### src/rtl/instr_encoder.sv
// Assembles MIPS instruction words from one-hot class plus register/immediate fields
// and writes them to IMEM at an auto-incrementing word address (one write in flight).
module instr_encoder #(
  parameter int unsigned       ADDR_W    = 11,
  parameter logic [ADDR_W-1:0] BASE_ADDR = '0
) (
  input  logic              CLK,
  input  logic              RSTN,
  input  logic              START,
  input  logic              IN_VALID,
  output logic              IN_READY,
  input  logic [53:0]       OP_ONEHOT,
  input  logic [4:0]        RSC,
  input  logic [4:0]        RTC,
  input  logic [4:0]        RDC,
  input  logic [4:0]        SA,
  input  logic [15:0]       IMME,
  input  logic [25:0]       INDEX,
  output logic              MEM_WE,
  output logic [ADDR_W-1:0] MEM_ADDR,
  output logic [31:0]       MEM_WDATA,
  input  logic              MEM_ACK,
  output logic              ERR,
  output logic              FULL,
  output logic [ADDR_W:0]   WORDS
);

  typedef enum logic {IDLE, WRITE} state_e;

  state_e            state_q, state_d;
  logic [ADDR_W-1:0] addr_q, addr_d;
  logic [31:0]       wdata_q, wdata_d;
  logic              err_q, err_d;
  logic              full_q, full_d;
  logic [ADDR_W:0]   words_q, words_d;

  logic        legal;
  logic [4:0]  idx;
  logic [4:0]  rs, rt, rd, sa;
  logic [5:0]  func, opc;
  logic [31:0] enc_word;

  // Bits 31..53 of the one-hot vector are classes this encoder does not support.
  assign legal = $onehot(OP_ONEHOT[30:0]) && !(|OP_ONEHOT[53:31]);

  always_comb begin
    idx = '0;
    for (int unsigned i = 0; i < 31; i++) begin
      if (OP_ONEHOT[i]) idx = 5'(i);
    end
    rs       = RSC;
    rt       = RTC;
    rd       = RDC;
    sa       = '0;
    func     = '0;
    opc      = '0;
    enc_word = '0;
    if (idx <= 5'd16) begin
      case (idx)
        5'd0:    func = 6'b100000;
        5'd1:    func = 6'b100001;
        5'd2:    func = 6'b100010;
        5'd3:    func = 6'b100011;
        5'd4:    func = 6'b100100;
        5'd5:    func = 6'b100101;
        5'd6:    func = 6'b100110;
        5'd7:    func = 6'b100111;
        5'd8:    func = 6'b101010;
        5'd9:    func = 6'b101011;
        5'd10:   func = 6'b000000;
        5'd11:   func = 6'b000010;
        5'd12:   func = 6'b000011;
        5'd13:   func = 6'b000100;
        5'd14:   func = 6'b000110;
        5'd15:   func = 6'b000111;
        default: func = 6'b001000;
      endcase
      if (idx >= 5'd10 && idx <= 5'd12) begin
        sa = SA;
        rs = '0;
      end
      if (idx == 5'd16) begin
        rt = '0;
        rd = '0;
      end
      enc_word = {6'b000000, rs, rt, rd, sa, func};
    end else if (idx <= 5'd28) begin
      case (idx)
        5'd17:   opc = 6'b001000;
        5'd18:   opc = 6'b001001;
        5'd19:   opc = 6'b001100;
        5'd20:   opc = 6'b001101;
        5'd21:   opc = 6'b001110;
        5'd22:   opc = 6'b100011;
        5'd23:   opc = 6'b101011;
        5'd24:   opc = 6'b000100;
        5'd25:   opc = 6'b000101;
        5'd26:   opc = 6'b001010;
        5'd27:   opc = 6'b001011;
        default: opc = 6'b001111;
      endcase
      if (idx == 5'd28) rs = '0;
      enc_word = {opc, rs, rt, IMME};
    end else begin
      enc_word = {(idx == 5'd30) ? 6'b000011 : 6'b000010, INDEX};
    end
  end

  always_ff @(posedge CLK or negedge RSTN) begin
    if (!RSTN) begin
      state_q <= IDLE;
      addr_q  <= BASE_ADDR;
      wdata_q <= '0;
      err_q   <= 1'b0;
      full_q  <= 1'b0;
      words_q <= '0;
    end else begin
      state_q <= state_d;
      addr_q  <= addr_d;
      wdata_q <= wdata_d;
      err_q   <= err_d;
      full_q  <= full_d;
      words_q <= words_d;
    end
  end

  always_comb begin
    state_d = state_q;
    addr_d  = addr_q;
    wdata_d = wdata_q;
    err_d   = err_q;
    full_d  = full_q;
    words_d = words_q;
    if (START) begin
      // START outranks a same-cycle ack: the pending write is dropped uncounted.
      state_d = IDLE;
      addr_d  = BASE_ADDR;
      err_d   = 1'b0;
      full_d  = 1'b0;
      words_d = '0;
    end else begin
      case (state_q)
        IDLE: begin
          if (IN_VALID && IN_READY) begin
            if (legal) begin
              state_d = WRITE;
              wdata_d = enc_word;
            end else begin
              err_d = 1'b1;
            end
          end
        end
        WRITE: begin
          if (MEM_ACK) begin
            state_d = IDLE;
            words_d = words_q + (ADDR_W + 1)'(1);
            addr_d  = addr_q + ADDR_W'(1);
            if (addr_q == '1) full_d = 1'b1;
          end
        end
        default: state_d = IDLE;
      endcase
    end
  end

  always_comb begin
    IN_READY  = (state_q == IDLE) && !full_q && !START;
    MEM_WE    = (state_q == WRITE);
    MEM_ADDR  = addr_q;
    MEM_WDATA = wdata_q;
    ERR       = err_q;
    FULL      = full_q;
    WORDS     = words_q;
  end

endmodule

### config.mk
export PLATFORM = sky130hd
export DESIGN_NAME = instr_encoder
export DESIGN_NICKNAME = d
export VERILOG_FILES = /design/src/rtl/instr_encoder.sv
export SDC_FILE = /design/constraint.sdc
export NUM_CORES = 1
export LEC_CHECK = 0
export CAP_MARGIN = 15
export CORE_ASPECT_RATIO = 1.4
export CORE_MARGIN = 5
export CORE_UTILIZATION = 44
export CTS_CLUSTER_SIZE = 25
export DETAILED_ROUTE_END_ITERATION = 8
export PLACE_DENSITY = 0.82
export SLEW_MARGIN = 5
export SYNTH_ARGS = -nofsm -noshare
export SYNTH_HDL_FRONTEND = slang
export SYNTH_SLANG_ARGS = --single-unit
### constraint.sdc
create_clock -name CLK -period 1.9 [get_ports CLK]
set_clock_uncertainty 0.05 [all_clocks]
set_input_delay 0.38 -clock CLK [delete_from_list [all_inputs] [get_ports CLK]]
set_output_delay 0.38 -clock CLK [all_outputs]
set_load 0.02 [all_outputs]
==> impl_metrics.py, run 1 <==
metrics = {
    "run_status": {
        "violations": "negative hold slack, negative setup slack",
        "outcome": "finished with violations",
    },
    "final_layout": {
        "fin_nets": 932,
        "antennaDiodeCount": 0,
        "fin_cells": 914,
        "layout-drive-gt1-share_pct": 25.2,
        "multiInputGateArea_mm2": 0.00288,
        "final_util_pct": 77.9,
        "fill_cells": 620,
        "syn_to_final_growth_pct": 74.6,
        "register_area_mm2": 0.00143,
    },
    "power_and_ir_drop": {
        "ir_worst_vdd_mv": 1.18,
        "power_per_cell_area_mw_per_mm2": 859,
        "leakage_nw": 3.45,
    },
    "synthesis": {
        "syn-num-nets": 653,
        "synth_top_flop_cell": "dfrtp_1",
        "synth_seq_cells": 57,
        "post-synth-top-count-cell": "nor2_1",
        "netlist_instances": 495,
        "yosysSeqAreaShare_pct": 32.7,
        "yosysTopAreaCell": "dfrtp_1",
        "yosys_warnings": 0,
        "synth_cell_types": 61,
        "syn_area_mm2": 0.00437,
        "synth_edf_count": 0,
        "synth_top_area_share_pct": 32.7,
        "avgSynthCellArea_um2": 8.82,
        "synthArstFlopShare_pct": 100,
        "yosys-top-cells-area": "dfrtp_1 (33%), fa_1 (11%), nor2_1 (5.9%)",
        "synth_common_cells": "nor2_1 (69), dfrtp_1 (57), nand2_1 (49), inv_1 (41), a21oi_1 (32)",
    },
    "routing": {
        "drc": 0,
        "drt-pass1-iter-count": 7,
        "viasPerCell": 5.64,
        "vias": 5152,
        "wirelength_um": 17900,
        "first_iter_violations": 380,
        "antenna_left": 0,
        "post_drt_wl_per_cell_um": 19.6,
    },
    "die": {
        "ios": 180,
        "die_h_um": 128,
        "die_w_um": 94.2,
        "row_count": 43,
        "start_util_pct": 44.6,
        "core-area_mm2": 0.00979,
        "dieArea_mm2": 0.0120,
    },
    "global_routing": {
        "grt_pass1_wl_um": 25800,
        "grt_pass1_vias": 5258,
        "antenna_found_initial": 0,
        "grt.overflow.total": 0,
        "grt_max_degree": 58,
        "grt_use_total_pct": 27.7,
    },
    "setup_path": {
        "path_delay_family": "adder cells",
        "required_ps": 2070,
        "arrival_ps": 5750,
        "critPathKind": "in -> reg",
        "critical_path.max_fanout": 8,
        "endpoint_kind": "register",
        "crit_top_cell": "fa_1",
        "cpPeakStageDelay_ps": 540,
        "start_kind": "input port",
        "worst_path_max_delay_cell": "fa_1",
        "cp_cell_sequence": "buf_8, fa_1, inv_1, fa_1, inv_1, fa_1, fa_1, fa_1, inv_2, fa_1, fa_2, inv_2, fa_2, a21o_1, nor3b_2, mux2i_1, o22ai_1, buf_4, nand3_4, buf_12, buf_12, o31a_1",
        "crit_buf_inv": 8,
    },
    "sta": {
        "fin_ws_ps": -3680,
        "min_period_over_period_pct": 294,
        "setup_tns_ps": -118470,
        "max-slew-margin-rel_pct": 36.2,
        "period_needed_ps": 5580,
        "rsz0062_at_grt": "yes",
        "hold_ws_ps": -8.11,
        "slew_viol_final": 0,
        "hold_violations": 16,
        "worst_pin_slew_ps": 947,
        "clock.fmax_ghz": 0.179,
        "finalSetupViolations": 33,
    },
    "clock_tree": {
        "cts_made_buffers": 9,
        "htreeDepth": 3,
        "clk_pin_slew_ps": 60,
        "clk_path_buf_depth": 2,
        "clk_latency_ps": 340,
        "cts_hold_buf": 0,
        "cts.sinks": 57,
        "root_buffer": "clkbuf_16",
        "cts_tree": "yes",
    },
    "flow_run": {
        "timing.max_cap.violations": 0,
    },
    "placed_design": {
        "dp.cells": 887,
        "gp_congestion": 0.938,
        "io_buffer_count": 178,
        "pre_cts_slack_ps": -4430,
        "place_hpwl_um": 12500,
    },
    "worst_hold_path": {
        "min-delay-path-class": "in -> async",
    },
}
## power breakdown
group	internal, W	switching (W)	total [W]
registers	0.00122	0.000000924	0.00122
clock network	0.00121	0.000591	0.00180
logic	0.00195	0.00158	0.00353
## final cells by class
cell class / instances / area share [%]
flip-flops and latches: 57 / 18.7
clock buffers: 11 / 3.31
multi-input cells: 378 / 37.8
repair buffers: 287 / 35.0
well taps: 135 / 2.21
inverters: 41 / 2.02
clock inverters: 5 / 1.02
## metrics by stage
step	total power (W)	cell area, µm²
finish	0.00655	7630
floorplan	0.00283	4430
global route	0.00693	7630
detailed placement	0.00418	7010
global placement	0.00391	7010
CTS	0.00615	7490
## worst paths after layout
path / start / to / slack [ps] / cells after the start
worst min register to register: MEM_WDATA[28] / MEM_WDATA[28] / 450 / 2
worst max register to register: FULL / MEM_WDATA[6] / -10 / 6
min in group CLK: MEM_WDATA[28] / MEM_WDATA[28] / 450 / 2
max in group asynchronous: RSTN / MEM_WDATA[1] / 1540 / 2
worst min-delay path: RSTN / MEM_ADDR[1] / -8 / 2
worst max-delay path: OP_ONEHOT[11] / MEM_WDATA[6] / -3680 / 22
## cell usage in the layout, fill, tap and decap left out, types with 6 or more instances in the layout
| cell | Yosys | layout |
|---|---|---|
| a21oi_1 | 32 | 32 |
| buf_2 | 0 | 7 |
| buf_4 | 2 | 96 |
| buf_6 | 3 | 7 |
| clkbuf_16 | 0 | 9 |
| clkbuf_2 | 0 | 6 |
| clkdlybuf4s50_1 | 0 | 158 |
| dfrtp_1 | 57 | 57 |
| fa_1 | 23 | 21 |
| ha_1 | 14 | 14 |
| inv_1 | 41 | 38 |
| nand2_1 | 49 | 42 |
| nand2b_1 | 8 | 7 |
| nand3_1 | 9 | 8 |
| nand4_1 | 8 | 8 |
| nor2_1 | 69 | 68 |
| nor3_1 | 9 | 9 |
| nor4_1 | 8 | 7 |
| o21ai_0 | 25 | 10 |
| o21ai_1 | 1 | 7 |
| o21ai_2 | 0 | 9 |
| xnor2_1 | 9 | 9 |
| xor2_1 | 12 | 12 |
## kinds of logic after synthesis
family / Yosys count / synth area share (%)
and+or+nand+nor: 191 / 21.1
DFF: 57 / 32.7
buffers and inverters: 61 / 5.93
muxes: 7 / 1.66
AOI/OAI and AO/OA: 120 / 19.8
adders and majority gates: 37 / 14.6
xor gates and xnor gates: 21 / 4.21
other: 1 / 0.0859
## flip-flops by register name, summed over array words and instances (netlist names)
signal	flops
ERR	1
MEM_ADDR	11
WORDS	12
MEM_WDATA	31
MEM_WE	1
FULL	1
## repair_timing
item,4_1_cts,5_1_grt
setup endpoints to repair,34,37
buffers inserted,7,3
resized for setup,87,48
gates cloned,2,0
pin swaps,33,26
## metal layers
metal	part of all wire, %	wire, µm	global-route usage, %	vias up
met1	32	5660	27.6	2432
li1	-	-	-	2307
met5	0	0	0	-
met3	8.6	1550	6.22	89
met2	54	9620	51.2	324
met4	6.2	1110	16.4	0
No activity file was read; power rests on OpenSTA's default activity.
==> run 2, diff against run 1 <==
Settings changed: ABC_CLOCK_PERIOD_IN_PS set to 1900.
==> results of run 2 <==
Same layout as run 1: the final DEF is identical, and so are final timing and power.
